==> config.mk <==
export PLATFORM = sky130hd
export DESIGN_NAME = univ_shift_reg
export DESIGN_NICKNAME = d
export VERILOG_FILES = /design/src/rtl/univ_shift_reg.sv
export SDC_FILE = /design/constraint.sdc
export NUM_CORES = 1
export LEC_CHECK = 0
export ABC_AREA = 1
export ABC_CLOCK_PERIOD_IN_PS = 1430
export CAP_MARGIN = 25
export CORE_MARGIN = 10
export CORE_UTILIZATION = 43
export DETAILED_ROUTE_END_ITERATION = 8
export PLACE_DENSITY = 0.77
export SETUP_SLACK_MARGIN = 0.05
export SLEW_MARGIN = 20
export SYNTH_ARGS = -nofsm -noshare
export SYNTH_HDL_FRONTEND = slang
export SYNTH_SLANG_ARGS = --single-unit
==> constraint.sdc <==
create_clock -name clk -period 1.43 [get_ports clk]
set_input_delay 0.286 -clock clk [delete_from_list [all_inputs] [get_ports clk]]
set_output_delay 0.286 -clock clk [all_outputs]
set_load 0.03 [all_outputs]
==> src/rtl/univ_shift_reg.sv <==
// Universal shift register: hold, shift right/left or parallel load, with a
// shift counter that pulses word_valid once every WIDTH shifts.
module univ_shift_reg #(
  parameter int unsigned WIDTH = 8
) (
  input  logic                         clk,
  input  logic                         rst,
  input  logic                         en,
  input  logic                         clr,
  input  logic [1:0]                   mode,
  input  logic [WIDTH-1:0]             pi,
  input  logic                         sin_r,
  input  logic                         sin_l,
  output logic [WIDTH-1:0]             po,
  output logic                         sout_r,
  output logic                         sout_l,
  output logic [$clog2(WIDTH)-1:0]     cnt,
  output logic                         word_valid
);

  localparam int unsigned CntW = $clog2(WIDTH);
  localparam logic [CntW-1:0] CntLast = CntW'(WIDTH - 1);

  typedef enum logic [1:0] {
    ModeHold = 2'b00,
    ModeShr  = 2'b01,
    ModeShl  = 2'b10,
    ModeLoad = 2'b11
  } mode_e;

  logic [WIDTH-1:0] r_po;
  logic [CntW-1:0]  r_cnt;
  logic             r_word_valid;

  logic [WIDTH-1:0] w_po_d;
  logic [CntW-1:0]  w_cnt_d;
  logic             w_word_valid_d;
  logic             w_shift;

  always_comb begin
    w_po_d         = r_po;
    w_cnt_d        = r_cnt;
    w_word_valid_d = 1'b0;
    w_shift        = 1'b0;
    if (clr) begin
      w_po_d  = '0;
      w_cnt_d = '0;
    end else if (en) begin
      unique case (mode_e'(mode))
        ModeHold: ;
        ModeShr: begin
          w_po_d  = {sin_r, r_po[WIDTH-1:1]};
          w_shift = 1'b1;
        end
        ModeShl: begin
          w_po_d  = {r_po[WIDTH-2:0], sin_l};
          w_shift = 1'b1;
        end
        ModeLoad: begin
          w_po_d  = pi;
          w_cnt_d = '0;
        end
      endcase
    end
    // Both directions share one counter; the last shift of a word wraps it.
    if (w_shift) begin
      if (r_cnt == CntLast) begin
        w_cnt_d        = '0;
        w_word_valid_d = 1'b1;
      end else begin
        w_cnt_d = r_cnt + CntW'(1);
      end
    end
  end

  always_ff @(posedge clk or negedge rst) begin
    if (!rst) begin
      r_po         <= '0;
      r_cnt        <= '0;
      r_word_valid <= 1'b0;
    end else begin
      r_po         <= w_po_d;
      r_cnt        <= w_cnt_d;
      r_word_valid <= w_word_valid_d;
    end
  end

  assign po         = r_po;
  assign cnt        = r_cnt;
  assign word_valid = r_word_valid;
  assign sout_r     = r_po[0];
  assign sout_l     = r_po[WIDTH-1];

endmodule

==> metrics.txt <==
# TYPE chip_impl_metric gauge
chip_impl_info{name="synth.largest_area_cell",value="dfrtp_1"} 1
chip_impl_info{name="crit_path_launch_type",value="flop"} 1
chip_impl_metric{name="final_net_count",unit=""} 183
chip_impl_metric{name="detailed_place_hpwl",unit="microns"} 1819
chip_impl_metric{name="r2r_cells",unit=""} 4
chip_impl_metric{name="ctsHoldBuffers",unit=""} 0
chip_impl_metric{name="cts_max_path_buffers",unit=""} 2
chip_impl_metric{name="final_max_slew_viol_count",unit=""} 0
chip_impl_metric{name="power_density",unit="nW/um^2"} 809.0
chip_impl_metric{name="max_slew.worst_pin.slew",unit="ps"} 321.5
chip_impl_metric{name="post_layout_minimum_cycle_time",unit="ps"} 1342
chip_impl_metric{name="tritoncts_num_sinks",unit=""} 12
chip_impl_metric{name="effective_utilization_at_floorplan",unit="%"} 46.95
chip_impl_metric{name="drc",unit=""} 0
chip_impl_metric{name="via_count_of_the_first_global_routing_pass",unit=""} 851
chip_impl_info{name="run_status",value="completed"} 1
chip_impl_metric{name="cp_data_arrival_time",unit="ps"} 1060
chip_impl_metric{name="die_height",unit="microns"} 64.12
chip_impl_metric{name="drt-wirelength-per-cell",unit="microns"} 12.30
chip_impl_metric{name="setup_ws",unit="ps"} 88.44
chip_impl_metric{name="place_inst",unit=""} 181
chip_impl_metric{name="fmaxAchievable",unit="GHz"} 0.7454
chip_impl_metric{name="detailedRoute.firstIterationViolations",unit=""} 27
chip_impl_metric{name="critPathMaxFanout",unit=""} 2
chip_impl_metric{name="worst_ir_drop_vdd",unit="V"} 0.0006383
chip_impl_metric{name="final_antenna_net_count",unit=""} 0
chip_impl_info{name="cts_tree",value="yes"} 1
chip_impl_metric{name="clock_skew",unit="ps"} 2.543
chip_impl_info{name="cp-end-kind",value="output port"} 1
chip_impl_metric{name="finalHoldViolCount",unit=""} 0
chip_impl_metric{name="gr-usage-all-layers",unit="%"} 11.26
chip_impl_info{name="yosys-top-cells-area",value="dfrtp_1 36%, nand2_1 30%, ha_1 9.0%, inv_1 5.8%, nand3_1 4.8%"} 1
chip_impl_metric{name="synth_warnings",unit=""} 0
chip_impl_metric{name="ios",unit=""} 30
chip_impl_metric{name="total_wire_length_after_detailed_routing",unit="microns"} 2276
chip_impl_metric{name="core.rowCount",unit=""} 15
chip_impl_metric{name="cts.clk_slew.worst_paths",unit="ps"} 80
chip_impl_metric{name="numPortBuffers",unit=""} 29
chip_impl_metric{name="drv.max_cap_violation_count",unit=""} 0
chip_impl_metric{name="htreeDepth",unit=""} 1
chip_impl_metric{name="largest_net_degree_at_the_start_of_global_routing",unit=""} 13
chip_impl_metric{name="instances_no_fill",unit=""} 185
chip_impl_metric{name="area.growth.synth_to_final",unit="%"} 45.14
chip_impl_metric{name="grt-ovfl-total",unit=""} 0
chip_impl_metric{name="detail_route.vias_per_cell",unit=""} 4.573
chip_impl_info{name="holdCritPathClass",value="in -> async"} 1
chip_impl_metric{name="finalSetupViolCount",unit=""} 0
chip_impl_metric{name="synthesis.area",unit="sq um"} 837.1
chip_impl_metric{name="insertion_delay_to_the_later_sink_of_the_worst_skew_pair",unit="ps"} 280
chip_impl_metric{name="share_of_layout_cells_above_drive_strength_1",unit="%"} 18.13
chip_impl_metric{name="yosys.area.top_type_share",unit="%"} 35.87
chip_impl_metric{name="routabilityCongestion",unit=""} 0.9042
chip_impl_metric{name="core_region_area",unit="sq um"} 1783
chip_impl_info{name="cell_class_contributing_the_biggest_share_of_worst_path_delay",value="buffers and inverters"} 1
chip_impl_metric{name="count_of_antenna_diodes_in_the_layout",unit=""} 0
chip_impl_metric{name="worst_r2r_setup_slack",unit="ps"} 310
chip_impl_metric{name="netlist_instances",unit=""} 120
chip_impl_metric{name="max_stage_delay",unit="ps"} 410
chip_impl_metric{name="period_share",unit="%"} 93.82
chip_impl_info{name="root_buffer",value="clkbuf_4"} 1
chip_impl_info{name="reg2reg_from",value="cnt[0]$_DFFE_PN0P_"} 1
chip_impl_metric{name="cts_buffers",unit=""} 3
chip_impl_metric{name="fp.dieW",unit="microns"} 64.12
chip_impl_metric{name="syn_area_per_cell",unit="sq um"} 6.975
chip_impl_metric{name="detail_route.first_pass.iterations",unit=""} 4
chip_impl_info{name="critical_setup_path_class",value="reg -> out"} 1
chip_impl_info{name="layout.cells.most_common",value="nand2_1"} 1
chip_impl_info{name="layout_common_cells",value="68 x nand2_1, 13 x inv_1, 13 x clkdlybuf4s50_1"} 1
chip_impl_info{name="timing.critical_path.slowest_stage_cell",value="dlygate4sd2_1"} 1
chip_impl_metric{name="post-place-ws",unit="ps"} -343.6
chip_impl_metric{name="timing.max_slew.rel_slack",unit="%"} 78.65
chip_impl_metric{name="global_route_wire_length_before_repair",unit="microns"} 3795
chip_impl_info{name="path_cells",value="dlygate4sd2_1"} 1
chip_impl_metric{name="grt_antenna_before_repair",unit=""} 0
chip_impl_metric{name="power.static_leakage",unit="nW"} 0.7297
chip_impl_metric{name="floorplan.die_area",unit="sq um"} 4111
chip_impl_metric{name="required",unit="ps"} 1140
chip_impl_metric{name="synth-seq-area-share",unit="%"} 35.87
chip_impl_metric{name="timing.critical_path.buf_inv",unit=""} 1
chip_impl_info{name="critical_path.reg2reg.endpoint",value="cnt[2]$_DFFE_PN0P_"} 1
chip_impl_metric{name="yosys_register_bits",unit=""} 12
chip_impl_metric{name="syn-num-nets",unit=""} 142
chip_impl_metric{name="postCtsSetupBuffers",unit=""} 0
chip_impl_info{name="unrepaired_setup_endpoints_after_global_routing",value="false"} 1
chip_impl_metric{name="netlist-cell-type-count",unit=""} 15
chip_impl_metric{name="dr_total_vias",unit=""} 846
==> repair_timing <==
action                     CTS  global route
setup endpoints to repair   26             7
hold endpoints to repair     0             0
pin swaps                    3             0
resized for setup           22            11
==> layout make-up <==
| class | count | area [sq um] |
|---|---|---|
| fillers | 157 | 568.0 |
| multi-input cells | 91 | 466.7 |
| repair buffers | 40 | 331.6 |
| flip-flops and latches | 12 | 300.3 |
| inverters | 13 | 48.80 |
| clock buffers | 4 | 36.28 |
| well taps | 25 | 31.28 |
==> synth_stat cells <==
library cell / number
nand2_1: 68
and2_1: 1
nand2_4: 1
nor2_2: 1
nand3_1: 8
nor2_8: 1
buf_6: 1
ha_1: 6
buf_4: 3
a21oi_4: 1
nor3_1: 1
inv_1: 13
dfrtp_1: 12
nor2_4: 1
nor2_1: 2
==> flip-flops by register name (all words and copies together), names as in the netlist <==
signal      cells
cnt             3
po              8
word_valid      1
==> worst register-to-register path, cell delays in order, from the launching register on <==
cell     delay (ps)
dfrtp_1         420
ha_1            220
ha_1            270
nand2_1          60
nand2_1          50
==> metrics by stage <==
step / power [W] / util, % / TNS (ps) / hold WS [ps] / area (sq um)
final: 0.0009829 / 68.14 / 0 / 295.0 / 1215
after global routing: 0.001037 / 68.14 / 0 / 330.9 / 1215
after CTS: 0.0009929 / 69.47 / 0 / 299.3 / 1239
after detailed placement: 0.0007310 / 67.72 / -3643 / 493.9 / 1207
after global placement: 0.0007262 / 67.72 / -3173 / 487.5 / 1207
after floorplan: 0.0005702 / - / 0 / -9.591 / 837.1
==> routing by layer <==
layer | track usage (%) | wire length, microns | vias to the layer above
met5 | 0 | 0 | -
met4 | 4.813 | 42 | 0
met3 | 3.484 | 172 | 6
met2 | 19.40 | 1110 | 27
met1 | 12.48 | 950 | 374
li1 | - | - | 439
==> worst max path at each step <==
stage | startpoint | depth (start not counted) | end
after CTS | po[7]$_DFFE_PN0P_ | 1 | sout_l
after floorplan | cnt[0]$_DFFE_PN0P_ | 4 | cnt[2]$_DFFE_PN0P_
after global placement | mode[1] | 8 | po[6]$_DFFE_PN0P_
after global routing | cnt[2]$_DFFE_PN0P_ | 1 | cnt[2]
final | po[2]$_DFFE_PN0P_ | 1 | po[2]
after detailed placement | mode[0] | 8 | po[5]$_DFFE_PN0P_
==> cells by family (layout without fill, tap and decap cells) <==
family,after synthesis,after routing,synth area share (%)
compound gates,1,1,1.944
simple gates,84,84,43.35
buf+inv,17,57,9.866
fa+ha+maj,6,6,8.968
flops,12,12,35.87
==> report_power, final <==
part	internal (W)	total, W	switching [W]
clock	0.000155	0.000280	0.000125
sequential	0.000363	0.000381	0.0000177
combinational	0.000131	0.000322	0.000191
No activity file was read; power rests on OpenSTA's default activity.
